File: config.mk
export PLATFORM = sky130hd
export DESIGN_NAME = mem_port_arbiter
export DESIGN_NICKNAME = d
export VERILOG_FILES = /design/src/rtl/mem_port_arbiter.sv
export SDC_FILE = /design/constraint.sdc
export NUM_CORES = 1
export LEC_CHECK = 0
export ABC_CLOCK_PERIOD_IN_PS = 2160
export CAP_MARGIN = 20
export CORE_MARGIN = 3
export CORE_UTILIZATION = 34
export CTS_CLUSTER_SIZE = 10
export DETAILED_ROUTE_END_ITERATION = 12
export PLACE_DENSITY = 0.81
export SLEW_MARGIN = 20
export SYNTH_ARGS = -nofsm -noshare
export SYNTH_HDL_FRONTEND = slang
export SYNTH_SLANG_ARGS = --single-unit
File: constraint.sdc
create_clock -name clk -period 2.16 [get_ports clk]
set_input_delay 0.54 -clock clk [delete_from_list [all_inputs] [get_ports clk]]
set_output_delay 0.54 -clock clk [all_outputs]
set_load 0.1 [all_outputs]
File: src/rtl/mem_port_arbiter.sv
// mem_port_arbiter: shares one memory port between instruction fetch (IF) and
// data load/store (D) requesters, one outstanding transaction at a time.
// Optional feature macro: MEM_ARB_RR_EN selects round-robin arbitration; when
// undefined, D has fixed priority bounded by a starvation limit for IF.
module mem_port_arbiter #(
  parameter int DATA_WIDTH   = 32,
  parameter int ADDR_WIDTH   = 32,
  parameter int STARVE_LIMIT = 4
) (
  input  logic                  clk,
  input  logic                  rst,
  input  logic                  if_req,
  input  logic [ADDR_WIDTH-1:0] if_addr,
  output logic                  if_gnt,
  output logic                  if_rvalid,
  output logic [DATA_WIDTH-1:0] if_rdata,
  input  logic                  d_req,
  input  logic                  d_we,
  input  logic [ADDR_WIDTH-1:0] d_addr,
  input  logic [DATA_WIDTH-1:0] d_wdata,
  output logic                  d_gnt,
  output logic                  d_rvalid,
  output logic [DATA_WIDTH-1:0] d_rdata,
  output logic                  mem_req,
  output logic                  mem_we,
  output logic [ADDR_WIDTH-1:0] mem_addr,
  output logic [DATA_WIDTH-1:0] mem_wdata,
  input  logic                  mem_gnt,
  input  logic                  mem_rvalid,
  input  logic [DATA_WIDTH-1:0] mem_rdata,
  output logic                  stall
);

  typedef enum logic [1:0] {IDLE, REQ, RESP} state_e;

  state_e                  state_q;
  logic                    owner_d_q;   // 1: transaction belongs to D, 0: IF
  logic                    we_q;
  logic [ADDR_WIDTH-1:0]   addr_q;
  logic [DATA_WIDTH-1:0]   wdata_q;

  logic                    if_pref;     // IF wins a tie this cycle
  logic                    if_win;
  logic                    d_win;
  logic                    idle;

  assign idle = (state_q == IDLE);

`ifdef MEM_ARB_RR_EN
  logic last_d_q;                       // last grant went to D
  assign if_pref = last_d_q;
`else
  localparam int CW = $clog2(STARVE_LIMIT + 1);
  logic [CW-1:0] starve_q;              // consecutive D grants while IF waits
  assign if_pref = (starve_q == CW'(STARVE_LIMIT));
`endif

  // Arbitration: grants are only issued from IDLE and never while in reset
  always_comb begin
    if_win = rst & idle & if_req & (~d_req | if_pref);
    d_win  = rst & idle & d_req & ~if_win;
  end

  // Transaction FSM with latched memory-side request fields
  always_ff @(posedge clk or negedge rst) begin
    if (!rst) begin
      state_q   <= IDLE;
      owner_d_q <= 1'b0;
      we_q      <= 1'b0;
      addr_q    <= '0;
      wdata_q   <= '0;
`ifdef MEM_ARB_RR_EN
      last_d_q  <= 1'b0;
`else
      starve_q  <= '0;
`endif
    end else begin
      case (state_q)
        IDLE: begin
          if (if_win || d_win) begin
            owner_d_q <= d_win;
            we_q      <= d_win & d_we;
            addr_q    <= d_win ? d_addr : if_addr;
            wdata_q   <= d_win ? d_wdata : '0;
            state_q   <= REQ;
`ifdef MEM_ARB_RR_EN
            last_d_q  <= d_win;
`endif
          end
`ifndef MEM_ARB_RR_EN
          if (d_win && if_req) begin
            if (starve_q != CW'(STARVE_LIMIT)) starve_q <= starve_q + 1'b1;
          end else if (if_win || !if_req) begin
            starve_q <= '0;
          end
`endif
        end
        REQ: begin
          // A store completes on acceptance; a load waits for its data
          if (mem_gnt) state_q <= we_q ? IDLE : RESP;
        end
        RESP: begin
          if (mem_rvalid) state_q <= IDLE;
        end
        default: state_q <= IDLE;
      endcase
    end
  end

  // Output decode: grants and read data are combinational, memory side is registered
  always_comb begin
    if_gnt    = if_win;
    d_gnt     = d_win;
    mem_req   = (state_q == REQ);
    mem_we    = we_q;
    mem_addr  = addr_q;
    mem_wdata = wdata_q;
    if_rvalid = (state_q == RESP) & mem_rvalid & ~owner_d_q;
    d_rvalid  = (state_q == RESP) & mem_rvalid & owner_d_q;
    if_rdata  = if_rvalid ? mem_rdata : '0;
    d_rdata   = d_rvalid ? mem_rdata : '0;
    stall     = rst & (~idle | (if_req & d_req));
  end

endmodule

# ---- Yosys cells after proc, flatten, opt, wreduce, memory -nomap -nowiden
# Cells that the tools add are included.
dict set report totals {
  ff_bits 71
  input_bits 135
  out_inout_bits 135
  wordCells 53
}
dict set report op_classes {
  add_sub_neg 1
  eq_ne 8
  mux 12
  n_bitwise 17
  reduce_logical 9
}
# cell n
set op_table {}
lappend op_table {{32-bit 2-to-1 mux} 4}
lappend op_table {{1-bit bitwise AND} 11}
lappend op_table {{3-bit 2-to-1 mux} 3}
lappend op_table {{2-bit 2-to-1 mux} 4}
lappend op_table {{2-bit by 1-bit != test with 1-bit output (second input constant)} 3}
lappend op_table {{2-bit case mux with 3 select lines} 1}
lappend op_table {{3-bit AND reduction} 2}
lappend op_table {{1-bit NOT} 4}
lappend op_table {{3-bit by 1-bit adder with 3-bit output (second input constant)} 1}
lappend op_table {{3-bit equality test (second input constant)} 1}
lappend op_table {{3-bit != test (second input constant)} 1}
lappend op_table {{2-bit by 1-bit equality test with 1-bit output (second input constant)} 1}
lappend op_table {{2-bit equality test (second input constant)} 1}
lappend op_table {{2-bit logical NOT} 1}
lappend op_table {{1-bit logical OR} 2}
lappend op_table {{2-bit != test (second input constant)} 1}
lappend op_table {{1-bit bitwise OR} 2}
lappend op_table {{2-bit AND reduction} 1}
lappend op_table {{2-bit nonzero test} 1}
lappend op_table {{1-bit logical AND} 1}
lappend op_table {{1-bit logical NOT} 1}

# ---- Depth between registers and ports, before layout
dict set report depth {
  depth_word 9
  depth_mapped 8
  mapped_depth_nobuf 5
}

# ---- Worst setup path after synthesis
# Ideal clock, no wire load.
dict set report synth_timing {
  path_kind {reg2out}
  start {reg state_q[0]}
  end {out if_rdata[22]}
  t_arrival_ns 2.762
  t_required_ns 1.620
  setup_slack_ns -1.142
  stages_incl_launch_ff 6
  n_path_buf 2
  path_cell_list {dfrtp_1 -> buf_6 -> nand2b_1 -> nor3b_2 -> clkbuf_1 -> and2_1}
}
dict set report synth_between {
  elab_chain_len 4
}
# element line_no
set synth_rtl {}
lappend synth_rtl {{start, declared} 36} ;# state_e state_q;
lappend synth_rtl {{start signal, assigned} 100} ;# if (mem_gnt) state_q <= we_q ? IDLE : RESP;
lappend synth_rtl {{2-bit equality test} 118} ;# if_rvalid = (state_q == RESP) & mem_rvalid & ~owner_d_q;
lappend synth_rtl {{1-bit bitwise AND (2 in series)} 118}
lappend synth_rtl {{via if_rvalid} 15} ;# output logic if_rvalid,
lappend synth_rtl {{32-bit 2-to-1 mux} 120} ;# if_rdata = if_rvalid ? mem_rdata : '0;
lappend synth_rtl {{end, declared} 16} ;# output logic [DATA_WIDTH-1:0] if_rdata,
# The timed path passes the listed nets, and every way through them passes these cells.

# ---- Worst setup path after layout
dict set report layout_timing {
  start {reg owner_d_q}
  end {out if_rdata[31]}
}
dict set report layout_between {
  elab_chain_len 3
}
# element line_no
set layout_rtl {}
lappend layout_rtl {{start, declared} 37} ;# logic owner_d_q;
lappend layout_rtl {{start signal, assigned} 81} ;# owner_d_q <= d_win;
lappend layout_rtl {{1-bit NOT} 118}
lappend layout_rtl {{1-bit bitwise AND} 118}
lappend layout_rtl {{32-bit 2-to-1 mux} 120}
# Every way passes these cells.

==> summary.md <==
The global routing stage identified its most utilized layer as met2. The number of buffers and inverters on the critical path works out to 4. 270 I/O pins were placed. The die covers 11500 um^2.

The clock network burns 9.9% of the power. Summed over all instances, the cell type with the most area after synthesis is dfrtp_1. The category of the worst setup path launch point is a register. The vertical die dimension works out to 107 um. End of the worst register-to-register path: mem_addr[25]$_DFFE_PN0P_. After detailed placement, the total cell area comes to 6970 um^2. The number of clock sinks seen by CTS was 71; the number of optimization iterations in the first detailed-route pass was 4. The total wirelength of the detailed-routed design is 15.2 mm. The met1 track demand over resource came out at 25.9%.

Count of mapped cells out of synthesis: 297. In the final design database the tool counted 721 nets. The worst register-to-register path begins at starve_q[0]$_DFFE_PN0P_. The part of the cycle the worst path needs came out at 106%. TritonCTS built the clock tree. Setup repair after global routing could not meet its margin everywhere. The first-pass GRT wire length was 22.3 mm; the fraction of post-synthesis cell area in the top cell type by area was 51.1%. After the first detailed-routing iteration, the DRC count stood at 219.

In the global route stage, met3 resource usage came out at 8.31%. STA puts the critical path data required time at 1.62 ns. The switching share of power is 59.1%, and the total count of max-transition violations in the final report is 0. The logic depth of the worst path, buffers included came out at 6. The tools report the post-route DRC violation count as 0. Setup violations remaining at the end of the flow were counted as 53. On the final layout, the worst hold slack is 0.413 ns. Summing the areas of all fa, ha and maj instances in the mapped netlist gives 0.719% of the synthesized area. The tools report the share of the yosys chip area belonging to registers as 51.1%. The congestion estimate from routability-driven global placement came to 0.761. Depth of the worst register-to-register path: 8. The synthesized design contains 71 register bits. At the worst endpoint, the arrival time is 1.74 ns. The setup path with the least slack is of type register to output pin.

The post-place setup slack came out at -0.300 ns. After synthesis, the netlist uses 28 different library cells. The internal portion of the total power is 4790 uW. For the peak clock frequency supported by timing, the log shows 438 MHz. Setup slack on the worst reg-to-reg path comes out at 0.10 ns.

Entering global routing, the biggest net connects 74 pins. Ranked by total cell area, the synthesized netlist is headed by dfrtp_1, and2_1, a221o_1. The cell row count came out at 36.

The slowest library cell on the worst path was dfrtp_1. Walking the worst path, the cells encountered are buf_4, nor3b_4, buf_6, buf_6, and2_4, buf_12. The synthesized netlist devotes 26.7% of its cell area to compound gates.

After global routing the overflow that remains totals 0. In this run, CTS created clock tree buffers numbering 9. For this run, the leading register cell type out of synthesis is dfrtp_1. The layout overhead on the synthesized area is 116%, and the via count is 3753.

Of the total power, combinational logic draws 70.5%. The path class of the tightest hold or removal check is input port to asynchronous set/reset pin. In this run the worst path has a maximum fanout of 5.

Subtracting the final worst setup slack from the clock period gives 2.28 ns. The tools report the clock root buffer as clkbuf_8. The run gives 4032 as the number of global-route vias before repair. The post-cts hold buffer count was 0; the count of buffers from port buffering was 269. The run finished, with violations left. The largest voltage drop on the vdd net is 1560 uV, and the number of antenna violations at the first check in global routing is 2.

The core footprint is 9860 um^2, and the detailed-placement wirelength estimate is 10.6 mm. The fraction of final layout cells sized beyond drive strength 1 was 44.3%. Global routing used 25.4% of the available tracks. In the synthesized netlist, mux cells make up 0% of the area. Tracing the worst setup path back leads to its startpoint at owner_d_q$_DFFE_PN0P_.

The number of vias per cell works out to 5.18. The critical path endpoint category was an output pin. The clock passes through at most 2 buffers. Summing the areas of all xor and xnor instances in the mapped netlist gives 0% of the synthesized area. For the post-synth design cell area, the log shows 3480 um^2.

The areal power density over the cells came out at 1560 nW/um^2. The standby leakage power was 0.00339 uW; the worst relative slew slack was 40.6%. Counting tap cells, the placed design contains a total of 689 instances.

After detailed routing, the average wire length per cell comes to 20.9 um. The initial utilization of the core area, before any placement, comes to 35.3%. The run gives 0 as the final-report hold violation count.

Global routing consumed, on the met2 layer, 46.8% of the routing resources. The chip width was 107 um. The largest single stage delay on the critical path is 0.39 ns.

The final reports fail on negative setup slack. For the worst-skew pair, the clock arrives at the later sink with an insertion delay of 0.34 ns. After the flow finishes, the layout carries non-filler instances totaling 725. The tools report the worst setup margin as -0.122 ns. The critical path ends at if_rdata[31].

The detail route stage leaves a number of antenna-violating nets equal to 0. Total of max-cap violations: 0. In this design, the critical path's most frequently occurring cell is buf_6. The main combinational cell family by area after synthesis is compound AO/OA/AOI/OAI gates.

In this run the power spent charging and discharging nets is 6910 uW. The H-tree generated during clock tree synthesis spans 3 levels. For the pin with the worst max-slew slack, the measured transition is 0.891 ns.

The async set-reset flop share out of synthesis works out to 100%. After filler insertion, the fill cell instance count of the layout stands at 616. The cell area after layout was 7520 um^2. Clock-pin slew was measured on the worst setup and hold paths at 0.08 ns. The synthesized design contains 0 enable-type register cells.

The Yosys step of the flow raised 0 warnings. The synthesized netlist net count came out at 434. The post-synthesis average cell area came out at 11.7 um^2. After Yosys synthesis, and, or, nand and nor cells account for 15.4% of the synthesized area. Registers are responsible for 19.6% of the overall power. For the clock skew after layout, the log shows 0.00850 ns. The kind of cell with the highest combined delay along the critical path is buffers and inverters.
-- state kept, by name (all words and copies together) (netlist names) --
name and cells:
owner_d_q 1, mem_we 1, mem_addr 32, mem_wdata 32
state_q 2, starve_q 3
-- how the worst min path moves through the flow --
stage / slack (ns) / endpoint / start
6_report: 0.41 / mem_addr[25]$_DFFE_PN0P_ / rst
3_3_place_gp: 0.49 / mem_wdata[31]$_DFFE_PN0P_ / mem_wdata[31]$_DFFE_PN0P_
4_1_cts: 0.45 / mem_wdata[1]$_DFFE_PN0P_ / rst
5_1_grt: 0.51 / mem_wdata[13]$_DFFE_PN0P_ / rst
3_5_place_dp: 0.49 / mem_wdata[9]$_DFFE_PN0P_ / mem_wdata[9]$_DFFE_PN0P_
2_1_floorplan: 0.24 / mem_addr[0]$_DFFE_PN0P_ / rst
-- through the flow --
stage               total power (uW)  TNS (ns)  utilization, %
finish                         11700     -4.72            76.2
global placement               10200    -18.04            70.6
detailed placement             10300    -24.26            70.6
CTS                            11700     -5.03            75.8
floorplan                       8190    -0.934               -
global route                   12100     -8.47            76.2
-- layout make-up --
| type | instances | area (um^2) | share of cell area (%) |
|---|---|---|---|
| inverter | 6 | 22.5 | 0.299 |
| sequential | 71 | 1780 | 23.6 |
| timing repair buffer | 305 | 3650 | 48.5 |
| tap | 133 | 166 | 2.21 |
| clock buffer | 9 | 124 | 1.65 |
| antenna | 3 | 7.51 | 0.0998 |
| clock inverter | 7 | 95.1 | 1.26 |
| multi-input combinational | 191 | 1680 | 22.3 |
-- cell usage after synthesis, types with 3 or more instances --
cell type,instances
o21ai_0,5
buf_2,4
buf_8,3
nor2b_1,3
buf_6,5
inv_1,6
a221o_1,32
clkbuf_1,16
a21boi_0,33
and2_1,64
dfrtp_1,71
a22o_1,33
-- logic make-up (layout without fill, tap and decap cells) --
family / after synthesis / count (layout)
buf+inv: 35 / 327
flops: 71 / 71
simple gates: 80 / 80
compound gates: 109 / 109
other cells: 0 / 3
fa+ha+maj: 2 / 2
-- metal layers --
metal	up-vias	wire, um	part of all wire (%)
met5	-	0	0
met4	0	477	3.1
met3	32	1250	8.2
met2	188	8290	55
met1	1851	5180	34
li1	1682	-	-
-- power by group through the flow --
stage / sequential (uW) / combinational, uW / clock [uW]
after global placement: 2280 / 7900 / 0
after CTS: 2290 / 8230 / 1190
after floorplan: 6300 / 1890 / 0
after global routing: 2370 / 8470 / 1240
final: 2290 / 8250 / 1160
after detailed placement: 2290 / 8000 / 0
-- timing repair --
action	4_1_cts	5_1_grt
endpoints found under the setup margin	69	68
pin swaps	13	18
gates resized for setup	56	23
buffers inserted	7	4
gates cloned	5	3
-- layout by cell type, fill, tap and decap left out, drive strengths merged, types with 2 or more instances in the layout --
cell           netlist  layout
buf                 13     171
clkdlybuf4s50        0     130
dfrtp               71      71
and2                64      64
a22o                33      33
a21boi              33      33
a221o               32      32
clkbuf              16      10
inv                  6       8
o21ai                5       5
diode                0       3
nor3b                3       3
dlygate4sd2          0       3
nor2b                3       3
nand3                2       2
a211oi               2       2
o31ai                2       2
ha                   2       2
clkinv               0       2
bufinv               0       2
nand2b               2       2
Note: power is estimated with default switching activity, not from simulation.
